`config.mk`:
```
export PLATFORM = sky130hd
export DESIGN_NAME = operand_fetch
export DESIGN_NICKNAME = d
export VERILOG_FILES = /design/src/rtl/kgp_pkg.sv /design/src/rtl/gpr_file.sv /design/src/rtl/operand_fetch.sv
export SDC_FILE = /design/constraint.sdc
export NUM_CORES = 2
export LEC_CHECK = 0
export CAP_MARGIN = 25
export CORE_MARGIN = 4
export CORE_UTILIZATION = 30
export DETAILED_ROUTE_END_ITERATION = 6
export HOLD_SLACK_MARGIN = 0.08
export PLACE_DENSITY = 0.4
export SETUP_SLACK_MARGIN = 0.5
export SYNTH_ARGS = -nofsm -noshare
export SYNTH_HDL_FRONTEND = slang
export SYNTH_SLANG_ARGS = --single-unit
```
`constraint.sdc`:
```
create_clock -name clk -period 3.55 [get_ports clk]
set_input_delay 0.5325 -clock clk [delete_from_list [all_inputs] [get_ports clk]]
set_output_delay 0.5325 -clock clk [all_outputs]
set_load 0.01 [all_outputs]
```
`src/rtl/kgp_pkg.sv`:
```
// Shared widths, ALU op encodings and operand-stage state type for the
// register-read / ALU slice.
package kgp_pkg;

    localparam int KGP_DATA_W = 32;
    localparam int KGP_ADDR_W = 5;
    localparam int KGP_OP_W   = 3;

    typedef enum logic [KGP_OP_W-1:0] {
        ALU_ADD = 3'd0,
        ALU_SUB = 3'd1,
        ALU_AND = 3'd2,
        ALU_OR  = 3'd3,
        ALU_XOR = 3'd4,
        ALU_SLL = 3'd5,
        ALU_SRL = 3'd6,
        ALU_SRA = 3'd7
    } alu_op_t;

    // The output register is either empty or holding one operand set.
    typedef enum logic {
        ST_EMPTY = 1'b0,
        ST_FULL  = 1'b1
    } of_state_t;

endpackage

```
`src/rtl/gpr_file.sv`:
```
// General-purpose register array: two asynchronous read ports and one
// synchronous write port. Synchronous reset clears every entry.
module gpr_file
    import kgp_pkg::*;
#(
    parameter int DATA_W = KGP_DATA_W,
    parameter int ADDR_W = KGP_ADDR_W
) (
    input  logic              clk,
    input  logic              rst,
    input  logic              wr_en,
    input  logic [ADDR_W-1:0] wr_addr,
    input  logic [DATA_W-1:0] wr_data,
    input  logic [ADDR_W-1:0] rd0_addr,
    output logic [DATA_W-1:0] rd0_data,
    input  logic [ADDR_W-1:0] rd1_addr,
    output logic [DATA_W-1:0] rd1_data
);

    localparam int NREGS = 2 ** ADDR_W;

    logic [DATA_W-1:0] regs_reg [NREGS];
    logic [NREGS-1:0]  wr_sel;

    generate
        for (genvar gi = 0; gi < NREGS; gi++) begin : g_wr_sel
            assign wr_sel[gi] = wr_en && (wr_addr == ADDR_W'(gi));
        end
    endgenerate

    // The reset clears the whole array, so it cannot map to block RAM.
    always_ff @(posedge clk) begin
        for (int i = 0; i < NREGS; i++) begin
            if (rst) begin
                regs_reg[i] <= '0;
            end else if (wr_sel[i]) begin
                regs_reg[i] <= wr_data;
            end
        end
    end

    assign rd0_data = regs_reg[rd0_addr];
    assign rd1_data = regs_reg[rd1_addr];

endmodule

```
`src/rtl/operand_fetch.sv`:
```
// Register-read stage ahead of the ALU: GPR file, one-entry output register
// and valid/ready handshake. Define RF_BYPASS_EN for writeback bypassing.
module operand_fetch
    import kgp_pkg::*;
#(
    parameter int DATA_W = KGP_DATA_W,
    parameter int ADDR_W = KGP_ADDR_W,
    parameter int OP_W   = KGP_OP_W
) (
    input  logic              clk,
    input  logic              rst,
    input  logic              in_valid,
    output logic              in_ready,
    input  logic [ADDR_W-1:0] rs_addr,
    input  logic [ADDR_W-1:0] rt_addr,
    input  logic [OP_W-1:0]   op_in,
    input  logic [4:0]        sh_amt_in,
    input  logic              shift_src_in,
    input  logic              wr_en,
    input  logic [ADDR_W-1:0] wr_addr,
    input  logic [DATA_W-1:0] wr_data,
    output logic              out_valid,
    input  logic              out_ready,
    output logic [DATA_W-1:0] a,
    output logic [DATA_W-1:0] b,
    output logic [4:0]        sh_amt,
    output logic              shift_src,
    output logic [OP_W-1:0]   op
);

    of_state_t         state_reg, state_next;
    logic [DATA_W-1:0] rf_a, rf_b;
    logic [DATA_W-1:0] rd_a, rd_b;
    logic [DATA_W-1:0] a_reg, b_reg;
    logic [4:0]        sh_amt_reg;
    logic              shift_src_reg;
    logic [OP_W-1:0]   op_reg;
    logic              accept;

    gpr_file #(
        .DATA_W (DATA_W),
        .ADDR_W (ADDR_W)
    ) u_gpr_file (
        .clk      (clk),
        .rst      (rst),
        .wr_en    (wr_en),
        .wr_addr  (wr_addr),
        .wr_data  (wr_data),
        .rd0_addr (rs_addr),
        .rd0_data (rf_a),
        .rd1_addr (rt_addr),
        .rd1_data (rf_b)
    );

    assign in_ready = (state_reg == ST_EMPTY) || out_ready;
    assign accept   = in_valid && in_ready;

`ifdef RF_BYPASS_EN
    logic [ADDR_W-1:0] rs_held_reg, rt_held_reg;
    logic              hold;

    assign rd_a = (wr_en && wr_addr == rs_addr) ? wr_data : rf_a;
    assign rd_b = (wr_en && wr_addr == rt_addr) ? wr_data : rf_b;
    assign hold = (state_reg == ST_FULL) && !out_ready;
`else
    assign rd_a = rf_a;
    assign rd_b = rf_b;
`endif

    always_ff @(posedge clk) begin
        if (rst) begin
            state_reg <= ST_EMPTY;
        end else begin
            state_reg <= state_next;
        end
    end

    always_comb begin
        state_next = state_reg;
        case (state_reg)
            ST_EMPTY: if (accept) state_next = ST_FULL;
            ST_FULL:  if (out_ready && !accept) state_next = ST_EMPTY;
            default:  state_next = ST_EMPTY;
        endcase
    end

    always_ff @(posedge clk) begin
        if (rst) begin
            a_reg         <= '0;
            b_reg         <= '0;
            sh_amt_reg    <= '0;
            shift_src_reg <= 1'b0;
            op_reg        <= '0;
`ifdef RF_BYPASS_EN
            rs_held_reg   <= '0;
            rt_held_reg   <= '0;
`endif
        end else if (accept) begin
            a_reg         <= rd_a;
            b_reg         <= rd_b;
            sh_amt_reg    <= sh_amt_in;
            shift_src_reg <= shift_src_in;
            op_reg        <= op_in;
`ifdef RF_BYPASS_EN
            rs_held_reg   <= rs_addr;
            rt_held_reg   <= rt_addr;
        end else if (hold && wr_en) begin
            // A stalled operand tracks writeback to its source register.
            if (wr_addr == rs_held_reg) a_reg <= wr_data;
            if (wr_addr == rt_held_reg) b_reg <= wr_data;
`endif
        end
    end

    assign out_valid = (state_reg == ST_FULL);
    assign a         = a_reg;
    assign b         = b_reg;
    assign sh_amt    = sh_amt_reg;
    assign shift_src = shift_src_reg;
    assign op        = op_reg;

endmodule

```
Yosys cells after proc, flatten, opt, wreduce, memory -nomap -nowiden --
Memories as Yosys holds them, arrays and structs flattened. A register that Yosys moved wholly into a read port is not among the register bits. Index checks and enable logic that the tools add are counted.
Word-level totals: register bits 10, bits in latches 0, memory bits (writable) 1024, ROM bits 0, bits of input ports 61, word-level logic and storage cells 239, memories 1
Memories:
- u_gpr_file.regs_reg | words 32, width 32, read ports 2, clocked after Yosys merged registers in 2, write ports 32, line gpr_file.sv:22 | logic [DATA_W-1:0] regs_reg [NREGS];
Cells by class: add/sub/neg operators 0, multiply operators 0, divide/modulo/power cells 0, $lt $le $gt $ge 0, equal/unequal tests 31, shift operators 0, multiplexer cells 133, bitwise logic cells 33, reductions and logical operators 37
Operators with widths (number):
- $mux 32 | 32
- $mux 1 | 100
- $eq 5x5->1 const B | 16
- $eq 5x4->1 const B | 8
- $logic_and 1x1->1 | 34
- $or 1x1->1 | 32
- $eq 5x3->1 const B | 4
- $eq 5x2->1 const B | 2
- $eq 5x1->1 const B | 1
- $logic_not 5->1 | 1
- $pmux 1 s2 | 1
- $logic_not 1->1 | 1
- $logic_or 1x1->1 | 1
- $not 1->1 | 1

Longest topological paths before layout --
depth in word-level cells 7, gate-level depth with buffers 8, depth with buffers taken out 5

Hierarchy --
A second synthesis with hierarchy kept.
Unflattened totals: cell total of the unflattened synthesis 4992, area, all modules 59474.5 sq um
Modules (own cells, without submodules):
- gpr_file | times used 1, cells an instance 4656, area each 56279.0 sq um, sequential area each 30749.5 sq um
- operand_fetch | times used 1, cells an instance 336, area each 3195.6 sq um, sequential area each 1481.4 sq um

Least setup slack after synthesis --
OpenSTA, ideal clock, no wires.
path kind input port to flip-flop, from input port wr_addr[1], to memory u_gpr_file.regs_reg[23][0] in the netlist's numbering (enable), arrival 2.561 ns, required time 3.122 ns, path slack 0.561 ns, stages 3, buffers on the path 1, path through clkbuf_1 -> nand2_1 -> o21bai_1
RTL lines:
- start: declaration | line operand_fetch.sv:20 | input logic [ADDR_W-1:0] wr_addr,
- end: declaration | line gpr_file.sv:22

Worst setup path after layout --
from register a_reg[31], in the netlist a[31] (read register of u_gpr_file.regs_reg), to output port a[31]
RTL lines:
- start: declaration | line operand_fetch.sv:34 | logic [DATA_W-1:0] a_reg, b_reg;
- end: declaration | line operand_fetch.sv:24 | output logic [DATA_W-1:0] a,
No word-level cell between the ends.

==> run summary <==
The clock tree synthesis step divided the H-tree into 4 levels. The number of flip-flops under the largest register name came out at between 1000 and 1500. By count the netlist is led by 1027 x sky130_fd_sc_hd__and2_1, 1024 x sky130_fd_sc_hd__edfxtp_1, 1024 x sky130_fd_sc_hd__mux2i_1.

The post-cts resize count is 0. The final critical path time including I/O delays and setup came out at 2.58 ns. Clock-pin slew was measured on the worst setup and hold paths at about 0.06 ns.

The insertion delay of the later-clocked pin in the worst-skew pair came out at just under 0.8 ns. After technology mapping, the gate count stands at approximately 4700. The worst-case headroom to the max-slew limit came out at 0.317. Of all cell types, the one taking the most synthesized area is sky130_fd_sc_hd__edfxtp_1. The total buffers and inverters traversed by the critical path came out at 1. The most critical setup path has its startpoint at a[31]. The register bit total from synthesis is approximately 1100. The first detailed-routing pass took 5 iterations. Counting flops with an async set or reset pin after synthesis yields a share of 0.

The number of nets in the final layout is slightly below 5000. The row count came out at about 160. The final weighted congestion in routability-driven placement came out at 0.787. The count of input and output buffers is between 100 and 150.

Summed over all layers, the global routing overflow is 0. The die is around 450 µm wide. The effective utilization at floorplan came out at 0.303. The mux share of post-synthesis cell area is 0.175. The max-cap check violation count came out at 0. The critical path is of the flip-flop to output pin type.

The deepest clock path buffer count came out at 3. The maximum fanout along the worst path came out at 2. Sorting the synthesized cells by area gives the leading types as sky130_fd_sc_hd__edfxtp_1 53%, sky130_fd_sc_hd__mux2i_1 18%, sky130_fd_sc_hd__and2_1 11%. The number of unique standard cell types used by synthesis came out at 30.

The number of hold violations in the final report is 0. The number of sinks driven by the clock tree came out at 1098. The element type at the critical path start is a flip-flop. The final-report max-slew violation count came out at 0. The synthesized area per cell came out at ~12 µm². The number of setup violations in the final report is 0.

The prevailing post-synth register cell is sky130_fd_sc_hd__edfxtp_1. STA puts the critical path data arrival time at ~2 ns. The detailed-route DRC error count came out at 0.

The basic-gate share of the synthesized area counting and, or, nand and nor cells is 0.130. Among cell families on the critical path, the largest total delay comes from buffers and inverters. For this run, the slowest stage of the critical path takes around 0.65 ns. The post-route setup TNS is 0 ns. The leakage power came out at around 26 nW.

The largest net degree at the start of global routing came out at 85. The average routed wire per standard cell came out at roughly 35 µm. The number of antenna violations at the first check in global routing came to 35. The ratio of routed vias to standard cells is between 5 and 6.

The path class of the tightest hold or removal check is input pin to flip-flop. The total number of yosys warnings is 0. The detailed-placement wirelength estimate came out at approximately 150000 µm. The signal on the critical path passes through clkdlybuf4s50_1. The fraction of the mapped netlist area in compound gates is 0.102. The hold buffer count at cts came out at 0. The detail route stage leaves a number of antenna-violating nets equal to 0. Of the total synthesized cell area, the portion taken by XOR and XNOR cells is 0.

STA puts the critical path data required time at ~3 ns. The share of synthesized area occupied by flip-flops and latches is 0.552. The worst hold path begins at rst. The adder-cell share of the synthesized area is 0. The run finished with clean final reports.

The endpoint kind of the worst setup timing path is an output pin. For the pin with the worst max-slew slack, the measured transition is 1.02 ns. The worst-case hold slack is 0.196 ns.

The global-route usage over all layers is 0.253. By instance count, the leading cell after synthesis is sky130_fd_sc_hd__and2_1. The area growth from synthesis to layout is 19.1%. For this run, the top clock speed supported by timing is 0.387 GHz. In this run, CTS created clock tree buffers numbering roughly 140.

The mapped netlist covers 58400 µm². The top-level port count is 136. The dominant combinational cell family by area after synthesis is multiplexers. The sum of internal, switching and leakage power came out at about 33 mW. The final routed wirelength across all metal layers is 262000 µm. The cell sitting at the root of the clock tree is a sky130_fd_sc_hd__clkbuf_16.

The initial DRC count came out at between 3000 and 4000. In this run, synthesis inferred between 1000 and 1500 flip-flops with an integrated enable. The share of post-route cells with drive strength above 1 is 0.115. Setup repair after global routing left no endpoint under its margin. The wire length of the first global-routing pass came out at 355000 µm. The post-CTS setup-driven buffer insertion count came out at 0. The chip height is 449 µm.

The core outline area came out at between 150000 and 200000 µm². The worst register-to-register path begins at u_gpr_file.regs_reg[8][4]. The cell at the slowest stage of the critical path is sky130_fd_sc_hd__clkdlybuf4s50_1. The fraction of synthesized cell area taken by the top area cell type came out at 0.526. The via total after detailed routing is 40600. In this run the power density over the cells is between 400 and 500 nW/µm². The floorplan die area came out at about 200000 µm². Of the available clock period, the critical path in the final layout requires 0.727. TritonCTS built the clock tree. The via count of the first global-routing pass came out at 41100.

Between clock sinks in the finished design, the worst skew comes to between 0.02 and 0.03 ns. Counting every net in the synthesized netlist gives between 4000 and 5000. The worst IR drop on VDD came out at ~0.30 mV.
## logic make-up (layout without fill, tap and decap cells)
family | after synthesis | in the layout
AND/OR/NAND/NOR | 1253 | 1253
flip-flops | 1098 | 1098
multiplexers | 1024 | 1024
AO/OA/AOI/OAI | 874 | 874
buffers and inverters | 480 | 675
other | 0 | 27
## final cells by class
| type | count | area, µm² |
|---|---|---|
| clock buffers | 212 | 4000 |
| multi-input cells | 3151 | 24400 |
| flip-flops and latches | 1098 | 32200 |
| diodes | 27 | 67.6 |
| repair buffers | 426 | 5390 |
| well taps | 2526 | 3160 |
| clock inverters | 36 | 289 |
| inverters | 1 | 3.75 |
| fillers | 18600 | 123000 |
## through the flow
step	cells	cell area, µm²	setup slack (ns)	utilization
floorplan	4729	58400	0.561	-
global placement	7188	64900	0.417	0.336
detailed placement	7198	65100	0.383	0.337
CTS	7446	69400	0.889	0.360
global route	7457	69500	0.861	0.360
finish	7477	69600	0.968	0.360
## power breakdown
group | switching (mW) | internal (mW)
clock network | 5.81 | 7.95
registers | 0.455 | 14.9
logic | 2.66 | 1.56
## metal layers
layer / wire (µm) / global-route usage
met5: 0 / 0
met4: 7210 / 0.0738
met3: 11700 / 0.0293
met2: 130000 / 0.442
met1: 113000 / 0.327
## layout by cell type, fill, tap and decap left out, types with 4 or more instances in the layout
cell,instances
sky130_fd_sc_hd__and2_1,1024
sky130_fd_sc_hd__mux2i_1,1024
sky130_fd_sc_hd__edfxtp_1,1024
sky130_fd_sc_hd__a22oi_1,512
sky130_fd_sc_hd__a21oi_1,266
sky130_fd_sc_hd__clkbuf_16,145
sky130_fd_sc_hd__buf_4,145
sky130_fd_sc_hd__clkdlybuf4s50_1,132
sky130_fd_sc_hd__buf_12,132
sky130_fd_sc_hd__dfxtp_1,74
sky130_fd_sc_hd__nor2_1,66
sky130_fd_sc_hd__or4_1,65
sky130_fd_sc_hd__a211oi_1,58
sky130_fd_sc_hd__clkbuf_1,53
sky130_fd_sc_hd__nor2_4,30
sky130_fd_sc_hd__diode_2,27
sky130_fd_sc_hd__nand2_1,24
sky130_fd_sc_hd__o21bai_4,16
sky130_fd_sc_hd__clkbuf_8,16
sky130_fd_sc_hd__a21o_4,12
sky130_fd_sc_hd__clkinv_1,12
sky130_fd_sc_hd__clkinv_2,12
sky130_fd_sc_hd__buf_8,9
sky130_fd_sc_hd__nand2b_1,8
sky130_fd_sc_hd__a211oi_2,6
sky130_fd_sc_hd__inv_6,6
sky130_fd_sc_hd__buf_16,5
sky130_fd_sc_hd__a31o_4,4
sky130_fd_sc_hd__nor3_2,4
sky130_fd_sc_hd__nor2b_4,4
sky130_fd_sc_hd__nand2b_4,4
## path summary, 6_finish.rpt
kind              cells past startpoint  slack [ns]   endpoint
hold / removal                        2        0.20  sh_amt[1]
hold reg to reg                       2        0.45  sh_amt[1]
setup / recovery                      1        0.97      a[31]
setup reg to reg                      5        1.71       a[4]
Power figures use the tool's default switching activity.
